## src/rtl/prog_loader_pkg.sv

```systemverilog
// Shared types and constants for the program loader: FSM states, frame
// start byte and header field sizes.
package prog_loader_pkg;

    localparam int          ADDR_BYTES        = 4;
    localparam int          LEN_BYTES         = 4;
    localparam int          MEM_BYTES_DEFAULT = 16384;
    localparam logic [7:0]  MAGIC_DEFAULT     = 8'hA5;

    typedef enum logic [2:0] {
        ST_IDLE,
        ST_ADDR,
        ST_LEN,
        ST_DATA,
        ST_CSUM,
        ST_DONE,
        ST_ERR
    } state_e;

    // 33-bit end-of-image check so a huge length cannot wrap back into range.
    function automatic logic image_fits(input logic [31:0] base,
                                        input logic [31:0] len,
                                        input int unsigned mem_bytes);
        return ({1'b0, base} + {1'b0, len}) <= 33'(mem_bytes);
    endfunction

endpackage

```

## src/rtl/le_field_shift.sv

```systemverilog
// Little-endian multi-byte field assembler. field_value already includes the
// byte being loaded this cycle, so the caller can use it when full is high.
module le_field_shift
    import prog_loader_pkg::*;
#(
    parameter int N_BYTES = ADDR_BYTES
) (
    input  logic                   clk,
    input  logic                   rst,
    input  logic                   clr,
    input  logic                   load,
    input  logic [7:0]             din,
    output logic [8*N_BYTES-1:0]   field_value,
    output logic                   full
);

    localparam int W  = 8 * N_BYTES;
    localparam int CW = (N_BYTES > 1) ? $clog2(N_BYTES) : 1;

    logic [CW-1:0] cnt_q, cnt_d;
    logic [W-1:0]  field_q, field_d;

    always_comb begin
        field_value = {din, field_q[W-1:8]};
        full        = load && (cnt_q == CW'(N_BYTES - 1));
        cnt_d       = cnt_q;
        field_d     = field_q;
        if (clr) begin
            cnt_d   = '0;
            field_d = '0;
        end else if (load) begin
            field_d = field_value;
            // Wrap after the last byte so the same instance serves the next field.
            cnt_d   = full ? '0 : cnt_q + CW'(1);
        end
    end

    always_ff @(posedge clk) begin
        if (rst) begin
            cnt_q   <= '0;
            field_q <= '0;
        end else begin
            cnt_q   <= cnt_d;
            field_q <= field_d;
        end
    end

endmodule

```

## src/rtl/prog_loader.sv

```systemverilog
// Framed byte-stream loader into instruction memory; holds the CPU in reset
// until a good image lands. Checksum checking is enabled by PROG_LOADER_CHECKSUM_EN.
module prog_loader
    import prog_loader_pkg::*;
#(
    parameter int         MEM_BYTES = MEM_BYTES_DEFAULT,
    parameter logic [7:0] MAGIC     = MAGIC_DEFAULT
) (
    input  logic        clk,
    input  logic        rst,
    input  logic        in_valid,
    input  logic [7:0]  in_data,
    output logic        in_ready,
    output logic        mem_we,
    output logic [31:0] mem_addr,
    output logic [7:0]  mem_wdata,
    output logic        cpu_hold,
    output logic        done,
    output logic        error,
    output logic [2:0]  dbg_state
);

    // Handshake: a byte transfers when in_valid && in_ready; in_ready is always 1.

    state_e      state_q, state_d;
    logic [31:0] base_q, base_d;
    logic [31:0] len_q, len_d;
    logic [31:0] off_q, off_d;
    logic        mem_we_q, mem_we_d;
    logic [31:0] mem_addr_q, mem_addr_d;
    logic [7:0]  mem_wdata_q, mem_wdata_d;
    logic        cpu_hold_q, cpu_hold_d;
    logic        done_q, done_d;
    logic        error_q, error_d;
`ifdef PROG_LOADER_CHECKSUM_EN
    logic [7:0]  xor_q, xor_d;
`endif

    logic        fs_clr, fs_load, fs_full;
    logic [31:0] fs_value;
    logic        is_magic;
    logic        csum_ok;

    le_field_shift #(.N_BYTES(ADDR_BYTES)) u_field (
        .clk         (clk),
        .rst         (rst),
        .clr         (fs_clr),
        .load        (fs_load),
        .din         (in_data),
        .field_value (fs_value),
        .full        (fs_full)
    );

    always_comb begin
        state_d     = state_q;
        base_d      = base_q;
        len_d       = len_q;
        off_d       = off_q;
        mem_we_d    = 1'b0;
        mem_addr_d  = mem_addr_q;
        mem_wdata_d = mem_wdata_q;
        cpu_hold_d  = cpu_hold_q;
        done_d      = done_q;
        error_d     = error_q;
        fs_clr      = 1'b0;
        fs_load     = 1'b0;
        is_magic    = in_valid && (in_data == MAGIC);
`ifdef PROG_LOADER_CHECKSUM_EN
        xor_d       = xor_q;
        csum_ok     = (in_data == xor_q);
`else
        csum_ok     = 1'b1;
`endif

        unique case (state_q)
            ST_IDLE, ST_DONE, ST_ERR: begin
                if (is_magic) begin
                    state_d    = ST_ADDR;
                    cpu_hold_d = 1'b1;
                    done_d     = 1'b0;
                    error_d    = 1'b0;
                    off_d      = '0;
                    fs_clr     = 1'b1;
`ifdef PROG_LOADER_CHECKSUM_EN
                    xor_d      = '0;
`endif
                end
            end
            ST_ADDR: begin
                if (in_valid) begin
                    fs_load = 1'b1;
                    if (fs_full) begin
                        base_d  = fs_value;
                        state_d = ST_LEN;
                    end
                end
            end
            ST_LEN: begin
                if (in_valid) begin
                    fs_load = 1'b1;
                    if (fs_full) begin
                        len_d = fs_value;
                        off_d = '0;
                        if (!image_fits(base_q, fs_value, MEM_BYTES)) begin
                            state_d    = ST_ERR;
                            error_d    = 1'b1;
                            cpu_hold_d = 1'b1;
                        end else if (fs_value == '0) begin
                            state_d = ST_CSUM;
                        end else begin
                            state_d = ST_DATA;
                        end
                    end
                end
            end
            ST_DATA: begin
                if (in_valid) begin
                    mem_we_d    = 1'b1;
                    mem_addr_d  = base_q + off_q;
                    mem_wdata_d = in_data;
                    off_d       = off_q + 32'd1;
`ifdef PROG_LOADER_CHECKSUM_EN
                    xor_d       = xor_q ^ in_data;
`endif
                    if (off_q == len_q - 32'd1) begin
                        state_d = ST_CSUM;
                    end
                end
            end
            ST_CSUM: begin
                if (in_valid) begin
                    if (csum_ok) begin
                        state_d    = ST_DONE;
                        done_d     = 1'b1;
                        cpu_hold_d = 1'b0;
                    end else begin
                        state_d    = ST_ERR;
                        error_d    = 1'b1;
                        cpu_hold_d = 1'b1;
                    end
                end
            end
            default: state_d = ST_IDLE;
        endcase
    end

    always_ff @(posedge clk) begin
        if (rst) begin
            state_q     <= ST_IDLE;
            base_q      <= '0;
            len_q       <= '0;
            off_q       <= '0;
            mem_we_q    <= 1'b0;
            mem_addr_q  <= '0;
            mem_wdata_q <= '0;
            cpu_hold_q  <= 1'b1;
            done_q      <= 1'b0;
            error_q     <= 1'b0;
`ifdef PROG_LOADER_CHECKSUM_EN
            xor_q       <= '0;
`endif
        end else begin
            state_q     <= state_d;
            base_q      <= base_d;
            len_q       <= len_d;
            off_q       <= off_d;
            mem_we_q    <= mem_we_d;
            mem_addr_q  <= mem_addr_d;
            mem_wdata_q <= mem_wdata_d;
            cpu_hold_q  <= cpu_hold_d;
            done_q      <= done_d;
            error_q     <= error_d;
`ifdef PROG_LOADER_CHECKSUM_EN
            xor_q       <= xor_d;
`endif
        end
    end

    // A write registered last cycle must not land once reset is asserted.
    assign mem_we    = mem_we_q & ~rst;
    assign in_ready  = 1'b1;
    assign mem_addr  = mem_addr_q;
    assign mem_wdata = mem_wdata_q;
    assign cpu_hold  = cpu_hold_q;
    assign done      = done_q;
    assign error     = error_q;
    assign dbg_state = state_q;

endmodule
```

## config.mk

```make
export PLATFORM = sky130hd
export DESIGN_NAME = prog_loader
export DESIGN_NICKNAME = d
export VERILOG_FILES = /design/src/rtl/prog_loader_pkg.sv /design/src/rtl/le_field_shift.sv /design/src/rtl/prog_loader.sv
export SDC_FILE = /design/constraint.sdc
export NUM_CORES = 1
export LEC_CHECK = 0
export ABC_CLOCK_PERIOD_IN_PS = 6000
export BUFFER_PORTS_ARGS = -buffer_cell sky130_fd_sc_hd__buf_2
export CAP_MARGIN = 30
export CELL_PAD_IN_SITES_DETAIL_PLACEMENT = 1
export CELL_PAD_IN_SITES_GLOBAL_PLACEMENT = 1
export CORE_ASPECT_RATIO = 1.5
export CORE_MARGIN = 2
export CORE_UTILIZATION = 35
export CTS_BUF_LIST = sky130_fd_sc_hd__clkbuf_2
export DETAILED_ROUTE_END_ITERATION = 7
export PLACE_DENSITY = 0.74
export SLEW_MARGIN = 20
export SYNTH_ARGS = -nofsm -noshare
export SYNTH_HDL_FRONTEND = slang
export SYNTH_SLANG_ARGS = --single-unit
```

## constraint.sdc

```tcl
create_clock -name clk -period 6 [get_ports clk]
set_input_delay 1.2 -clock clk [delete_from_list [all_inputs] [get_ports clk]]
set_output_delay 1.2 -clock clk [all_outputs]
set_load 0.01 [all_outputs]
```

# [Word-level counts from Yosys, hierarchy flattened]
# Cells that the tools add are included.
[classes] addsub=5 n_mul=0 div_mod_pow=0 n_lt_le_gt_ge=1 n_eq_ne=18 shift=0 mux=31 bitwise_logic=3 n_reduce_logical=20
[op_table] operator="2-to-1 mux 32 bit" n=4
[op_table] operator="one-hot mux 32 bit (3 select lines)" n=1
[op_table] operator="adder 32 x 32 -> 33 bit" n=1
[op_table] operator="<= comparator 33 x 15 -> 1 bit (second input constant)" n=1
[op_table] operator="adder 32 x 1 -> 32 bit (second input constant)" n=1
[op_table] operator="adder 32 bit" n=1
[op_table] operator="== test 32 bit" n=1
[op_table] operator="zero test 32 bit" n=1
[op_table] operator="subtractor 32 x 1 -> 32 bit (second input constant)" n=1
[op_table] operator="2-to-1 mux 3 bit" n=10
[op_table] operator="!= test 2 bit (second input constant)" n=9
[op_table] operator="one-hot mux 3 bit (5 select lines)" n=1
[op_table] operator="2-to-1 mux 1 bit" n=11
[op_table] operator="AND reduction 5 bit" n=2
[op_table] operator="== test 3 bit (second input constant)" n=3
[op_table] operator="AND reduction 3 bit" n=3
[op_table] operator="== test 8 bit (second input constant)" n=1
[op_table] operator="AND reduction 8 bit" n=1
[op_table] operator="== test 3 x 2 -> 1 bit (second input constant)" n=2
[op_table] operator="AND reduction 6 bit" n=1
[op_table] operator="nonzero test 3 bit" n=2
[op_table] operator="OR reduction 2 bit" n=3
[op_table] operator="one-hot mux 1 bit (2 select lines)" n=2
[op_table] operator="nonzero test 2 bit" n=2
[op_table] operator="other kinds (11)" n=13
[totals] reg_bits=177 latch_bits=0 mem_bits_rw=0 romBits=0 in_bits=11 out_inout_bits=48 word_cells=90 memories=0

# [Logic depth before layout (Yosys ltp)]
# Gate-level depths: netlist (run 1).
[logic_depth] depth_word=7 depth_mapped=14 depth_no_buf=13

# [By module]
# A second synthesis (run 1) with hierarchy kept.
[unflattened] cells_unflattened=1463 area_unflattened_um2=11232.0
[modules_own_cells] module="prog_loader" instances=1 cells_per_inst=1367 area_per_inst_um2=10221.1 seq_area_each_um2=2862.7
[modules_own_cells] module="le_field_shift" instances=1 cells_per_inst=96 area_per_inst_um2=1011.0 seq_area_each_um2=520.5

# [Worst setup path before layout (run 1)]
# Ideal clock, no wire load.
[synth_path] kind="input -> register" from="input port in_data[1]" to="register off_q[26]" setup_time_ns=0.128 t_arrival_ns=3.631 required_time_ns=5.872 setup_slack_ns=2.241 cell_stages=11 path_buffers=1 cell_sequence="or4_1 > or3_1 > a22oi_4 > and3_1 > buf_2 > nand3b_2 > nor2_2 > nand4_1 > or2_0 > xor2_1 > nor2_1"
[synth_between] elab_chain_cells=4
[synth_rtl] item="from (decl)" line="prog_loader.sv:12" text="input logic [7:0] in_data,"
[synth_rtl] item="== test 8 bit" line="prog_loader.sv:67" text="is_magic = in_valid && (in_data == MAGIC);"
[synth_rtl] item="logical AND 1 bit" line="prog_loader.sv:67"
[synth_rtl] item="!= test 2 bit (no line)"
[synth_rtl] item="AND reduction 5 bit (no line)"
[synth_rtl] item="to (signal assigned)" line="prog_loader.sv:152" text="off_q <= '0;"
[synth_rtl] item="to (signal assigned)" line="prog_loader.sv:166" text="off_q <= off_d;"
[synth_rtl] item="to (decl)" line="prog_loader.sv:28" text="logic [31:0] off_q, off_d;"
# No other way between the ends.
# A chain may end at the register's enable or synchronous reset.

# [Final worst setup path (run 1)]
[layout_path] from="register u_field.field_q[8]" to="register state_q[1], in the netlist dbg_state[1]"
[layout_between] elab_chain_cells=6 word_cells_on_any_way=8 cone_classes="add/sub: 1; order compare: 1; mux: 5; reduce/logical: 1"
[layout_rtl] item="from (decl)" line="le_field_shift.sv:21" text="logic [W-1:0] field_q, field_d;"
[layout_rtl] item="from (signal assigned)" line="le_field_shift.sv:44" text="field_q <= field_d;"
[layout_rtl] item="adder 32 x 32 -> 33 bit or zero test 32 bit (tied branches)" line="prog_loader_pkg.sv:24, prog_loader.sv:108"
[layout_rtl] item="<= comparator 33 x 15 -> 1 bit or 2-to-1 mux 3 bit (tied branches)" line="prog_loader_pkg.sv:24, prog_loader.sv:108"
[layout_rtl] item="2-to-1 mux 3 bit *" line="prog_loader.sv:104" text="if (!image_fits(base_q, fs_value, MEM_BYTES)) begin"
[layout_rtl] item="2-to-1 mux 3 bit *" line="prog_loader.sv:101" text="if (fs_full) begin"
[layout_rtl] item="2-to-1 mux 3 bit *" line="prog_loader.sv:99" text="if (in_valid) begin"
[layout_rtl] item="one-hot mux 3 bit (5 select lines) *" line="prog_loader.sv:75" text="unique case (state_q)"
[layout_rtl] item="to (signal assigned)" line="prog_loader.sv:163" text="state_q <= state_d;"
[layout_rtl] item="to (decl)" line="prog_loader.sv:25" text="state_e state_q, state_d;"
# Mark *: on every way between the ends. The rest lies on a longest branch, timed or not. The select of a mux whose other input is x is not followed.

==> results of run 1 <==
[sequential cells by signal, summed over array words and instances (netlist names)]
signal and count:
base_q 32, cpu_hold 1, dbg_state 3, done 1, error 1, len_q 32, mem_addr 32, mem_wdata 8
mem_we_q 1, off_q 32, u_field.cnt_q 2, u_field.field_q 24
[cells in the final DEF, fill, tap and decap left out, types with 18 or more instances in the layout]
cell type,Yosys,layout
a21o_1,28,28
a21oi_1,197,197
and3_1,20,20
buf_2,5,56
clkbuf_2,1,18
dfxtp_1,169,169
ha_1,66,66
inv_1,34,34
nand2_1,302,302
nand3_1,33,32
nand4_1,22,22
nor2_1,100,99
nor3_1,32,31
nor4_1,28,27
o21ai_0,45,45
xnor2_1,58,58
xor2_1,43,43
[synth_stat cells (4+ instances only)]
library cell	instances	share of area, %
a2111oi_0	6	0.46
a211o_1	5	0.39
a211oi_1	12	0.80
a21o_1	28	1.9
a21oi_1	197	8.7
a22oi_1	4	0.27
a31oi_1	8	0.44
and3_1	20	1.1
and4_1	7	0.54
buf_2	5	0.22
buf_6	4	0.40
clkbuf_1	58	1.9
dfxtp_1	169	30
ha_1	66	7.3
inv_1	34	1.1
mux2i_1	6	0.53
nand2_1	302	10
nand2b_1	6	0.33
nand3_1	33	1.5
nand3b_1	5	0.33
nand4_1	22	1.2
nand4b_1	6	0.46
nor2_1	100	3.3
nor2b_1	12	0.66
nor3_1	32	1.4
nor3b_1	8	0.53
nor4_1	28	1.5
nor4b_1	6	0.46
o211ai_1	7	0.46
o21a_1	5	0.33
o21ai_0	45	2.0
o21ai_1	7	0.31
o21bai_1	11	0.73
o31a_1	5	0.39
o31ai_1	9	0.60
or3_1	16	0.88
or4_1	11	0.73
xnor2_1	58	4.5
xor2_1	43	3.3
[metal layers]
layer	GRT usage, %	wire [um]	up-vias
met5	0	0	-
met4	11.8	1930	0
met3	2.91	872	84
met2	40.5	19500	182
met1	27.5	16100	5383
li1	-	-	5343
[power by group]
group	leakage [uW]	switching, uW	total (uW)	internal, uW
registers	0.00136	0.287	1130	1130
clock network	0.000156	468	675	207
logic	0.00329	45.4	62.7	17.3
[kinds of logic (layout without fill, tap and decap cells)]
logic type,after synthesis,in the layout
fa+ha+maj,70,70
flops,169,169
xor+xnor,102,102
other cells,1,3
compound gates,390,390
simple gates,640,640
mux,9,9
buf+inv,111,139
[worst paths after layout]
path	startpoint	endpoint	slack, ps	cells past startpoint
max reg2reg	u_field.field_q[8]	dbg_state[1]	1710	12
min reg2reg	mem_addr[16]	mem_addr[16]	470	2
max	u_field.field_q[8]	dbg_state[1]	1710	12
min	mem_addr[16]	mem_addr[16]	470	2
[cell type report]
cell class	instances	area share, %
Antenna cell	2	0.0409
Clock buffer	18	0.737
Clock inverter	14	1.35
Inverter	35	1.07
Multi-Input combinational cell	1212	61.1
Sequential cell	169	27.7
Tap cell	410	4.19
Timing Repair Buffer	72	3.89
[through the flow]
| stage | hold slack (ps) | cell area (um^2) | std cells | utilization, % | setup WS (ps) |
|---|---|---|---|---|---|
| 2_1_floorplan | 440 | 11300 | 1492 | - | 2240 |
| 5_1_grt | 479 | 12200 | 1931 | 38.4 | 1560 |
| 3_3_place_gp | 437 | 11900 | 1893 | 37.3 | 1560 |
| 6_report | 466 | 12200 | 1932 | 38.4 | 1710 |
| 3_5_place_dp | 443 | 11900 | 1896 | 37.5 | 1420 |
| 4_1_cts | 469 | 12200 | 1928 | 38.3 | 1740 |
[critical path: cells and delay by family, from the launching register on]
| kind | cells | cell delay [ps] |
|---|---|---|
| simple gates | 2 | 1080 |
| fa+ha+maj | 2 | 730 |
| flops | 1 | 490 |
| compound gates | 8 | 1910 |
==> results.yml, run 1 <==
critical_path:
  required_ps: 6780
  cp-start-kind: "flip-flop"
  crit_fanout: 5
  cpMaxStageDelayCell: "or4_4"
  cpMostUsedCell: "o21ai_1"
  cpPeakStageDelay_ps: 590
  arrival_ps: 5070
  crit_path_cell_trace: "ha_1 -> fa_1 -> a211oi_4 -> o21ai_1 -> a41oi_2 -> o21ai_1 -> or4_4 -> a311oi_4 -> o2111ai_1 -> or4_1 -> o31ai_1 -> a21oi_1"
  criticalPathCategory: "reg -> reg"
  crit_path_end_kind: "flip-flop"
layout:
  syn2layout_area_growth_pct: 8.12
  multi_input_area_mm2: 0.00747
  seqCellArea_mm2: 0.00338
  nets: 1587
  fillCellCount: 4036
  drive_above_1_share_pct: 9.34
placed_design:
  io_buffers: 57
  gp_routability_congestion: 0.915
  place_hpwl_mm: 30.1
synthesis:
  synthXorXnorAreaFrac_pct: 8.06
  synthArstFlopShare_pct: 0
  synth.ff_latch_count: 169
  syn_nets: 1572
  synth-adder-area-share_pct: 7.92
  muxShareOfSynthArea_pct: 0.929
  synth.avg_cell_area_um2: 7.58
  synthCells: 1492
  synthFlopType: "dfxtp_1"
  synth_area_mm2: 0.0113
  ys_seq_area_share_pct: 29.9
  yosysUniqueCellTypes: 97
  synth-edff-count: 0
  synthSimpleGateAreaFrac_pct: 27.1
  synth_compound_area_share_pct: 21.8
  yosysWarnings: 0
  synth_top_family_by_area: "simple AND/OR/NAND/NOR gates"
clock_network:
  insertion_delay_ps: 870
  cts_buffers: 17
  cts_sinks: 169
  cts_hold_buffers: 0
  htree_num_levels: 4
  cts_tree: "done"
  post_cts_resize_count: 0
  cts-root-buf: "clkbuf_2"
  clkTransAtPathRegs_ps: 270
  cts_setup_buffers: 0
  clk_path_buf_depth: 2
detailed_routing:
  avgRoutedWirePerCell_um: 19.9
  drtIter0Drc: 595
  vias_per_cell: 5.69
  drc: 0
  wl_mm: 38.4
  drt-pass1-iter-count: 4
  num_vias: 11000
  ant_nets: 0
timing:
  grt_setup_unrepaired: "no"
  post-route-min-period_ps: 4290
  maxSlewViolCount: 0
  post-route-period-util_pct: 71.5
  hold_viol: 0
  clock-skew-final_ps: 32.2
  max_freq_ghz: 0.233
  worst-slew-pin-transition_ps: 899
  setup-violations-final: 0
  fin_setup_tns_ps: 0
  max-slew-margin-rel_pct: 39.9
floorplanning:
  fp.coreArea_mm2: 0.0318
  fp-row-count: 80
  die_w_um: 151
  start_util_pct: 35.5
  pin_count: 59
  dieArea_mm2: 0.0338
  die_height_um: 224
grt:
  grt_max_degree: 75
  grt_pass1_wl_mm: 60.9
  grt.overflow.total: 0
  first_global_vias: 11100
  grt_antenna_before_repair: 1
  track_usage_pct: 23.2
power_and_ir_drop:
  p_leak_uw: 0.00481
  power_uw: 1860
  power_density_mw_per_mm2: 152
  ir_worst_vdd_v: 0.0000694
hold_path:
  min_path_type: "reg -> reg"
run_status:
  status: "finished clean"
run:
  max_cap_viol_count: 0
Note: power is estimated with default switching activity, not from simulation.
==> inputs of run 2 (changes only) <==
- ABC_CLOCK_PERIOD_IN_PS: 6000 -> 3690
- PLACE_DENSITY: 0.74 -> 0.76
- clock period: 6 -> 3.69 ns (I/O delays scaled with it)
==> results.yml, run 2 (same netlist as run 1, synthesis figures left out) <==
run_status:
  status: "complete, but fails checks"
  violations: "negative setup slack"
timing:
  maxSlewViolCount: 0
  post-route-period-util_pct: 101
  setup-violations-final: 1
  max_freq_ghz: 0.267
  worst-slew-pin-transition_ps: 937
  grt_setup_unrepaired: "yes"
  setup_ws_ps: -50.7
  hold_viol: 0
  whs_ps: 123
  post-route-min-period_ps: 3740
  max-slew-margin-rel_pct: 37.5
  clock-skew-final_ps: 34.2
clock_network:
  cts_sinks: 169
  cts_hold_buffers: 0
  clk_path_buf_depth: 2
  cts_tree: "done"
  cts-root-buf: "clkbuf_2"
  htree_num_levels: 4
  insertion_delay_ps: 870
  cts_setup_buffers: 0
  clkTransAtPathRegs_ps: 270
  cts_buffers: 17
grt:
  grt_pass1_wl_mm: 63.3
  grt_max_degree: 53
  grt_antenna_before_repair: 1
  track_usage_pct: 24.0
  first_global_vias: 12000
  grt.overflow.total: 0
layout:
  final_cell_mix: "nand2_1, a21oi_1, dfxtp_1"
  final_area_mm2: 0.0130
  nets: 1688
  syn2layout_area_growth_pct: 15.2
  fillCellCount: 4068
  final_common_cell: "nand2_1"
  drive_above_1_share_pct: 16.3
power_and_ir_drop:
  p_seq_share_pct: 60.5
  power_uw: 3030
  ir_worst_vdd_v: 0.000126
  p_int_uw: 2190
  power_frac_comb_pct: 4.0
  pwr-share-clk_pct: 35.5
  swShare_pct: 27.6
  power_switching_uw: 836
  power_density_mw_per_mm2: 233
  p_leak_uw: 0.00529
critical_path:
  critical_path_buf_inv_count: 0
  r2r-start: "base_q[0]"
  startpoint: "base_q[0]"
  reg2reg_setup_slack_ps: -50
  crit_fanout: 3
  r2r_end: "dbg_state[1]"
  crit_end: "dbg_state[1]"
  criticalPathCategory: "reg -> reg"
  reg2regPathDepth: 12
  path_depth: 12
  crit_path_cell_trace: "ha_4 -> fa_2 -> a211oi_4 -> o21ai_2 -> a41oi_2 -> o21ai_2 -> or4_4 -> a311oi_4 -> o2111ai_2 -> or4_1 -> o31ai_1 -> a21oi_1"
  cpMaxStageDelayCell: "or4_4"
  cp-start-kind: "flip-flop"
  cpMostUsedCell: "o21ai_2"
  crit_path_end_kind: "flip-flop"
  crit_family: "compound AO/OA/AOI/OAI gates"
  required_ps: 4480
  arrival_ps: 4530
  cpPeakStageDelay_ps: 530
placed_design:
  io_buffers: 57
  place_hpwl_mm: 31.7
  gp_routability_congestion: 0.880
  placed_cell_area_mm2: 0.0127
floorplanning:
  pin_count: 59
  start_util_pct: 35.5
  die_height_um: 224
  fp.coreArea_mm2: 0.0318
  dieArea_mm2: 0.0338
  fp-row-count: 80
  die_w_um: 151
detailed_routing:
  wl_mm: 39.8
  num_vias: 11400
  drt-pass1-iter-count: 5
  drc: 0
  drtIter0Drc: 503
  vias_per_cell: 5.62
  avgRoutedWirePerCell_um: 19.6
  ant_nets: 0
hold_path:
  min_path_type: "in -> reg"
run:
  max_cap_viol_count: 0
## run 2: cell count changes in the layout (fill, tap and decap cells not counted), moves of 3 or more
cell / delta
o31ai_1: -3
o31ai_2: +3
dfxtp_2: +3
buf_16: -3
a2111oi_0: -4
a2111oi_2: +3
clkinvlp_4: +4
buf_4: +106
dfxtp_1: -3
## run 2: through the flow
step	setup WS, ps	cells	util, %	setup TNS [ps]
floorplan	174	1492	-	0
global placement	-74.9	1999	39.8	-156
detailed placement	-122	1999	39.8	-259
CTS	2.21	2031	40.6	0
global route	-167	2032	40.9	-279
finish	-50.7	2032	40.9	-50.7
## run 2: power by group through the flow
stage	registers, uW	logic [uW]	clock network, uW
finish	1830	122	1080
floorplan	1870	61.4	0
global route	1830	130	1170
global placement	1870	118	0
CTS	1830	119	1110
detailed placement	1870	119	0
## run 2: what timing repair did
item	CTS	global route
pin swaps	2	13
setup endpoints to repair	6	13
resized for setup	3	25
endpoints found under the hold margin	0	0
## run 2: worst min-delay path by stage
stage	startpoint	slack, ps	cells after the start	to
6_report	in_data[1]	120	3	mem_wdata[1]
2_1_floorplan	u_field.cnt_q[1]	440	2	u_field.cnt_q[1]
3_5_place_dp	mem_addr[20]	440	2	mem_addr[20]
5_1_grt	in_data[1]	40	3	mem_wdata[1]
4_1_cts	in_data[1]	30	3	mem_wdata[1]
3_3_place_gp	mem_addr[2]	440	2	mem_addr[2]
## run 2: layout make-up
cell class              count  area (um^2)  area share (%)
diodes                      1         2.50          0.0192
clock buffers              17         85.1           0.653
clock inverters            15          165            1.27
inverters                  35          131            1.01
multi-input cells        1212         7590            58.2
flip-flops and latches    169         3390            26.0
well taps                 410          513            3.94
repair buffers            173         1160            8.89
## run 2: worst reg2reg max path: cells and delay by family (launching register included)
family	cells	cell delay, ps
and+or+nand+nor	2	1070
adders and majority gates	2	610
AOI/OAI and AO/OA	8	1610
DFF	1	390
## run 2: metal layers
metal | vias up | routed length, um | global-route usage, %
met3 | 97 | 864 | 3.12
li1 | 5547 | - | -
met1 | 5585 | 16100 | 27.0
met2 | 183 | 20800 | 43.8
met4 | 0 | 1980 | 12.0
met5 | - | 0 | 0
==> inputs of run 3 (changes only) <==
- CORE_ASPECT_RATIO: 1.5 -> 0.6
==> results.yml, run 3 (same netlist as run 1, synthesis figures left out) <==
hold_path:
  min-delay-start: "in_data[1]"
  min_path_type: "in -> reg"
  min_path_cells: 3
  hold_end: "base_q[25]"
timing:
  clock-skew-final_ps: 55.5
  max_freq_ghz: 0.272
  whs_ps: 177
  worst-slew-pin-transition_ps: 963
  max-slew-margin-rel_pct: 35.6
  setup-violations-final: 0
  maxSlewViolCount: 0
  grt_setup_unrepaired: "yes"
  hold_viol: 0
  post-route-min-period_ps: 3670
  post-route-period-util_pct: 99.6
critical_path:
  crit_path_end_kind: "flip-flop"
  required_ps: 4390
  cp-start-kind: "flip-flop"
  r2r-start: "base_q[0]"
  reg2reg_setup_slack_ps: 20
  criticalPathCategory: "reg -> reg"
  arrival_ps: 4380
  crit_fanout: 3
  reg2regPathDepth: 12
  r2r_end: "dbg_state[1]"
power_and_ir_drop:
  ir_worst_vdd_v: 0.000146
  p_leak_uw: 0.00533
  power_density_mw_per_mm2: 231
layout:
  nets: 1691
  final_cell_mix: "nand2_1, a21oi_1, dfxtp_1"
  final_common_cell: "nand2_1"
  diodes: 0
  final_cells: 2039
  drive_above_1_share_pct: 16.8
  syn2layout_area_growth_pct: 15.6
floorplanning:
  start_util_pct: 35.9
  dieArea_mm2: 0.0338
  die_w_um: 236
  die_height_um: 143
  pin_count: 59
  fp-row-count: 50
  fp.coreArea_mm2: 0.0315
clock_network:
  clk_path_buf_depth: 2
  htree_num_levels: 4
  cts_sinks: 169
  clkTransAtPathRegs_ps: 290
  cts_buffers: 17
  cts_tree: "done"
  insertion_delay_ps: 810
  cts-root-buf: "clkbuf_2"
placed_design:
  place_hpwl_mm: 32.0
  gp_routability_congestion: 0.913
  placed_cells: 2001
  io_buffers: 57
grt:
  grt_antenna_before_repair: 0
  first_global_vias: 11400
  grt.overflow.total: 0
  track_usage_pct: 24.3
  grt_pass1_wl_mm: 64.7
  grt_max_degree: 53
detailed_routing:
  drc: 0
  drtIter0Drc: 1054
  vias_per_cell: 5.72
  num_vias: 11700
  ant_nets: 0
  drt-pass1-iter-count: 7
  avgRoutedWirePerCell_um: 20.1
  wl_mm: 41.1
run:
  max_cap_viol_count: 0
run_status:
  status: "finished clean"
[run 3: stage by stage]
stage                     cell area [um^2]  utilization, %  setup slack (ps)  power [uW]  TNS (ps)
after floorplan                      11300               -               174        1930         0
after global placement               12600            40.1              -282        1970     -1530
after detailed placement             12600            40.1              -335        1980     -2570
after CTS                            12900            41.1              3.23        3030         0
after global routing                 13100            41.6             -64.4        3110      -105
final                                13100            41.6              15.0        3020         0
[run 3: worst max-delay path by stage]
| stage | start | end | cells past startpoint |
|---|---|---|---|
| 2_1_floorplan | u_field.field_q[8] | dbg_state[1] | 12 |
| 6_report | base_q[0] | dbg_state[1] | 12 |
| 3_5_place_dp | base_q[12] | mem_addr[29] | 13 |
| 3_3_place_gp | in_data[1] | off_q[31] | 11 |
| 5_1_grt | base_q[0] | dbg_state[1] | 12 |
| 4_1_cts | base_q[1] | mem_addr[29] | 14 |
[run 3: area by class of cell]
| class | instances | area (um^2) |
|---|---|---|
| Clock buffer | 18 | 90.1 |
| Clock inverter | 13 | 144 |
| Fill cell | 3942 | 18400 |
| Inverter | 35 | 131 |
| Multi-Input combinational cell | 1212 | 7620 |
| Sequential cell | 169 | 3390 |
| Tap cell | 416 | 520 |
| Timing Repair Buffer | 176 | 1180 |
[run 3: worst max-delay path, stage by stage (launching register included)]
cell and delay [ps]:
dfxtp_2 410, ha_4 160, fa_2 380, a211oi_4 250
o21ai_2 110, a41oi_2 300, o21ai_2 120, or4_4 550
a311oi_4 280, o2111ai_2 180, or4_4 560, o31ai_4 170
a21oi_1 90
[run 3: metal layers]
layer / track usage, % / up-vias / wire length, um
met1: 35.7 / 5761 / 20800
met3: 4.66 / 33 / 2470
li1: - / 5555 / -
met4: 5.10 / 0 / 539
met5: 0 / - / 0
met2: 36.7 / 304 / 17200
[run 3: power by group]
part	internal (uW)	leakage (uW)	switching (uW)
Sequential	1830	0.00136	0.0999
Combinational	32.2	0.00383	83.9
Clock	316	0.000134	751
Total	2180	0.00533	835
[run 3: repair_timing]
| item | 4_1_cts | 5_1_grt |
|---|---|---|
| gates resized for setup | 13 | 22 |
| setup endpoints to repair | 10 | 17 |
| hold buffers | 0 | 0 |
| pin swaps | 9 | 12 |
| setup buffers | 3 | 4 |
